===== src/rtl/cga_palette_pkg.sv =====
// Shared definitions for the CGA palette controller: host phase encoding,
// register map and the default 16-colour palette.
package cga_palette_pkg;

    typedef enum logic [1:0] {
        PH_R = 2'd0,
        PH_G = 2'd1,
        PH_B = 2'd2
    } phase_t;

    localparam logic [1:0] ADDR_WIDX  = 2'd0;
    localparam logic [1:0] ADDR_WDATA = 2'd1;
    localparam logic [1:0] ADDR_RIDX  = 2'd2;
    localparam logic [1:0] ADDR_RDATA = 2'd3;

    // Entries packed {R, G, B}; index 6 is brown (green halved), 8-F add the intensity base.
    localparam logic [17:0] CGA_PALETTE [16] = '{
        {6'd0,  6'd0,  6'd0 },
        {6'd0,  6'd0,  6'd42},
        {6'd0,  6'd42, 6'd0 },
        {6'd0,  6'd42, 6'd42},
        {6'd42, 6'd0,  6'd0 },
        {6'd42, 6'd0,  6'd42},
        {6'd42, 6'd21, 6'd0 },
        {6'd42, 6'd42, 6'd42},
        {6'd21, 6'd21, 6'd21},
        {6'd21, 6'd21, 6'd63},
        {6'd21, 6'd63, 6'd21},
        {6'd21, 6'd63, 6'd63},
        {6'd63, 6'd21, 6'd21},
        {6'd63, 6'd21, 6'd63},
        {6'd63, 6'd63, 6'd21},
        {6'd63, 6'd63, 6'd63}
    };

endpackage


===== src/rtl/cga_palette_lut.sv =====
// Palette storage with a registered pixel lookup and blank mux, plus a
// combinational host-side read port.
import cga_palette_pkg::*;

module cga_palette_lut #(
    parameter int RESET_PALETTE = 1
) (
    input  logic        clk,
    input  logic        reset_n,
    input  logic [3:0]  video,
    input  logic        blank,
    input  logic        we,
    input  logic [3:0]  waddr,
    input  logic [17:0] wdata,
    input  logic [3:0]  raddr,
    output logic [17:0] rentry,
    output logic [5:0]  red,
    output logic [5:0]  green,
    output logic [5:0]  blue
);

    logic [17:0] palette [16];

    // NOTE: the palette is flop-based and explicitly reset because the reset
    // contents are architecturally visible; a RAM macro could not do this.
    always_ff @(posedge clk) begin
        if (!reset_n) begin
            for (int i = 0; i < 16; i++) begin
                palette[i] <= (RESET_PALETTE != 0) ? CGA_PALETTE[i] : 18'd0;
            end
            {red, green, blue} <= '0;
        end else begin
            if (we) begin
                palette[waddr] <= wdata;
            end
            // Lookup samples the pre-commit entry, so a same-cycle write shows up one cycle later.
            if (blank) begin
                {red, green, blue} <= '0;
            end else begin
                {red, green, blue} <= palette[video];
            end
        end
    end

    assign rentry = palette[raddr];

endmodule


===== src/rtl/cga_palette_ctrl.sv =====
// CGA palette controller: host register interface with three-phase write and
// read sequencers in front of the palette lookup.
import cga_palette_pkg::*;

module cga_palette_ctrl #(
    parameter int RESET_PALETTE = 1
) (
    input  logic       clk,
    input  logic       reset_n,
    input  logic [3:0] video,
    input  logic       blank,
    input  logic [1:0] bus_addr,
    input  logic       bus_wr,
    input  logic       bus_rd,
    input  logic [7:0] bus_din,
    output logic [7:0] bus_dout,
    output logic [5:0] red,
    output logic [5:0] green,
    output logic [5:0] blue
);

    phase_t      wphase, rphase;
    logic [3:0]  windex, rindex;
    logic [5:0]  hold_r, hold_g;
    logic        commit;
    logic [17:0] rentry;
    logic [5:0]  rd_comp;

    // NOTE: always_comb outputs get a default first so no path can infer a latch.
    always_comb begin
        commit  = bus_wr && (bus_addr == ADDR_WDATA) && (wphase == PH_B);
        rd_comp = rentry[5:0];
        case (rphase)
            PH_R:    rd_comp = rentry[17:12];
            PH_G:    rd_comp = rentry[11:6];
            default: rd_comp = rentry[5:0];
        endcase
    end

    // NOTE: sequential state uses non-blocking assignments only, so every
    // branch sees pre-edge values of windex/phase regardless of statement order.
    always_ff @(posedge clk) begin
        if (!reset_n) begin
            wphase   <= PH_R;
            rphase   <= PH_R;
            windex   <= '0;
            rindex   <= '0;
            hold_r   <= '0;
            hold_g   <= '0;
            bus_dout <= '0;
        end else if (bus_wr) begin
            case (bus_addr)
                ADDR_WIDX: begin
                    windex <= bus_din[3:0];
                    wphase <= PH_R;
                end
                ADDR_WDATA: begin
                    case (wphase)
                        PH_R: begin
                            hold_r <= bus_din[5:0];
                            wphase <= PH_G;
                        end
                        PH_G: begin
                            hold_g <= bus_din[5:0];
                            wphase <= PH_B;
                        end
                        default: begin
                            windex <= windex + 4'd1;
                            wphase <= PH_R;
                        end
                    endcase
                end
                ADDR_RIDX: begin
                    rindex <= bus_din[3:0];
                    rphase <= PH_R;
                end
                default: ;
            endcase
        end else if (bus_rd) begin
            case (bus_addr)
                ADDR_WIDX:  bus_dout <= {4'b0000, windex};
                ADDR_WDATA: bus_dout <= {6'b000000, wphase};
                ADDR_RIDX:  bus_dout <= {4'b0000, rindex};
                default: begin
                    bus_dout <= {2'b00, rd_comp};
                    case (rphase)
                        PH_R: rphase <= PH_G;
                        PH_G: rphase <= PH_B;
                        default: begin
                            rphase <= PH_R;
                            rindex <= rindex + 4'd1;
                        end
                    endcase
                end
            endcase
        end
    end

    cga_palette_lut #(
        .RESET_PALETTE(RESET_PALETTE)
    ) u_lut (
        .clk     (clk),
        .reset_n (reset_n),
        .video   (video),
        .blank   (blank),
        .we      (commit),
        .waddr   (windex),
        .wdata   ({hold_r, hold_g, bus_din[5:0]}),
        .raddr   (rindex),
        .rentry  (rentry),
        .red     (red),
        .green   (green),
        .blue    (blue)
    );

endmodule


===== config.mk =====
export PLATFORM = sky130hd
export DESIGN_NAME = cga_palette_ctrl
export DESIGN_NICKNAME = d
export VERILOG_FILES = /design/src/rtl/cga_palette_pkg.sv /design/src/rtl/cga_palette_lut.sv /design/src/rtl/cga_palette_ctrl.sv
export SDC_FILE = /design/constraint.sdc
export NUM_CORES = 1
export LEC_CHECK = 0
export BUFFER_PORTS_ARGS = -buffer_cell sky130_fd_sc_hd__clkbuf_2
export CAP_MARGIN = 20
export CORE_MARGIN = 4
export CORE_UTILIZATION = 45
export CTS_CLUSTER_DIAMETER = 50
export DETAILED_ROUTE_END_ITERATION = 16
export GPL_ROUTABILITY_DRIVEN = 1
export HOLD_SLACK_MARGIN = 0.02
export SYNTH_ARGS = -nofsm -noshare
export SYNTH_HDL_FRONTEND = slang
export SYNTH_SLANG_ARGS = --single-unit

===== constraint.sdc =====
create_clock -name clk -period 2.85 [get_ports clk]
set_input_delay 0.1425 -clock clk [delete_from_list [all_inputs] [get_ports clk]]
set_output_delay 0.1425 -clock clk [all_outputs]
set_load 0.01 [all_outputs]

==> reports/summary.txt <==
status: finished, final reports clean
Placer Congestion: 0.876
Post-synth EDFFs: 288
hpwl dp: 35.2 mm
drt initial violations: 1,422
Final #Nets: 1,316
CP Class: reg2reg
setup slack after layout: 443 ps
Final Power: 11.6 mW
Bufs on Longest Clock Path: 3
Reg-to-Reg End: bus_dout[2]
Net Sw Power: 2.72 mW
Switching Fraction: 23.4%
Mapped Cells: 1,249
global route overflow: 0
DR vias/cell: 6.36
clock root buffer: clkbuf_16
ant diodes: 0
Pins Over Slew Limit: 0
Least-Margin Pin Slew: 966 ps
global-route wire length before repair: 78.4 mm
Pre-antenna DRT Iters: 5
layout cell share with drive strength beyond 1: 28.3%
Filler cells: 3,191
Final setup viols: 0
# clock sinks: 340
RSZ-0062 raised after global routing: no
Clock transition at path regs: 50 ps
largest net degree at the start of global routing: 53
synthesized area per cell: 14.0 um2
critical path arrival: 2810 ps
Worst Setup Start Kind: register
wire per inst: 29.0 um
Post-synth top cells: 288 x edfxtp_1, 157 x mux4_2, 93 x nand2_1
number of global-route vias before repair: 11.5k
Tot GR Track Use: 25.6%
register area: 9700 um2
predominant post-synthesis flop cell: edfxtp_1
io pins: 45
Peak VDD IR: 0.374 mV
power share of the combinational group: 7.2%
Hold EP: hold_g[3]
ratio of final minimum period to clock period: 84.5%
Die ar.: 42,000 um2
CTS tree: done
P_int: 8.89 mW
Crit Path Max Fanout: 26
leakage: 5.95 nW
Setup Buffers After CTS: 0
Synth cell types: 52
Data required, critical path: 3260 ps
Core Area: 37,900 um2
dpl ws: 416 ps
Final Util: 52.3%
Die X: 205 um
synthesized area: 17,400 um2
hold path depth: 3
worst reg2reg path depth: 6
DP Area: 18,500 um2
R2R Setup Slk: 440 ps
count leader, synth: edfxtp_1
Area growth, synth to finish: 13.8%
Detail Route Antenna Nets: 0
Worst-Skew Late Latency: 550 ps
Pwr per Cell Area: 585 nW/um2
CP endpoint kind: register
relative slew slack: 35.6%
via count: 11.7k
#FFs+latches synth: 340
ys async rst share: 0%
Worst Hold Launch: bus_din[3]
clock skew: 19.4 ps
Initial Util: 46.0%
PortBufs: 40
class of the worst hold path: in2reg
initial antenna violation count: 0
final wirelength: 53.2 mm
crit path time final: 2410 ps
Syn. warnings: 0
Achievable Freq: 415 MHz
area occupied by multi-input gates: 7170 um2
max_cap viols: 0
sequential fraction of the synthesis area: 55.6%
dpl cells: 1,757
depth of the CTS H-tree: 2
Seq pwr share: 47.9%
largest cells by area after synthesis: edfxtp_1 50%, mux4_2 20%, dfxtp_1 6.0%, or3_1 3.2%, and2_1 2.8%
DRC Markers: 0
TNS Setup: 0 ps
largest area contributor in the netlist: edfxtp_1
Vert. Die Dim: 205 um
num rows: 71
Fin. Hold Viols: 0
post-route insts no fill: 1,837
Clock Power Share: 45.0%
minimum hold slack: 33.7 ps
Final Cell Area: 19,800 um2
top cell type's share of synthesized area: 49.6%
CTS buffer count: 42
## logic make-up after synthesis
family	share of synthesized area, %
AOI/OAI and AO/OA	2.74
adders and majority gates	0.359
buffers and inverters	3.45
DFF	55.6
muxes	22.2
other	0.0215
and+or+nand+nor	15.7
## placed cells by master (no fill, tap or decap), types with 12 or more instances in the layout
master and instances:
and2_1 77, buf_4 80, clkbuf_16 45, clkbuf_2 38, dfxtp_1 48, edfxtp_1 288
inv_1 12, mux2i_1 27, mux4_2 157, nand2_1 93, nand2b_1 17, nand3_1 32
nor2_1 54, nor2b_1 38, nor3_1 32, nor4_1 25, o21ai_0 14, or3_1 89
## state kept, by name, summed over array words and instances (netlist names), 4 cells and up, named ones only
register	cells
windex	4
rindex	4
hold_g	6
u_lut.green	6
u_lut.palette	288
u_lut.red	6
bus_dout	6
hold_r	6
u_lut.blue	6
## worst max path at each step
stage	from	end	slack [ps]	depth (start not counted)
after detailed placement	register	bus_dout[2]	420	6
after global placement	register	bus_dout[2]	420	6
after global routing	register	bus_dout[2]	320	6
after floorplan	bus_wr	u_lut.palette[7][0]	-20	6
after CTS	register	bus_dout[2]	400	6
final	register	bus_dout[2]	440	6
## area by class of cell
class                   instances  area share [%]
well taps                     511            3.22
flip-flops and latches        340            48.9
clock inverters                19           0.756
repair buffers                126            4.69
multi-input cells             770            36.1
clock buffers                  59            6.09
inverters                      12           0.227
## routing by layer
layer  up-vias  track usage [%]  part of all wire [%]
met5         -                0                     0
met4         0             6.10                   2.1
met3        80             5.22                   9.8
met2       634             39.6                    47
met1      6042             37.6                    41
li1       4927                -                     -
## worst max-delay path, cell delays in order, from the launching register on
cell      delay [ps]
dfxtp_4          720
buf_4            310
mux4_2           520
mux2i_1          220
nor2_1           110
nor3_1           250
o211ai_1         110
## power groups by stage
stage | Clock (mW) | Combinational (mW) | Sequential [mW]
after floorplan | 0 | 0.529 | 5.62
after global placement | 0 | 0.819 | 5.66
after detailed placement | 0 | 0.824 | 5.66
after CTS | 5.28 | 0.830 | 5.56
after global routing | 5.49 | 0.875 | 5.57
final | 5.22 | 0.832 | 5.56
## what timing repair did
item / 4_1_cts / 5_1_grt
gates resized for setup: 0 / 0
hold buffers: 2 / 0
endpoints found under the hold margin: 8 / 0
(Power assumes the default switching activity.)
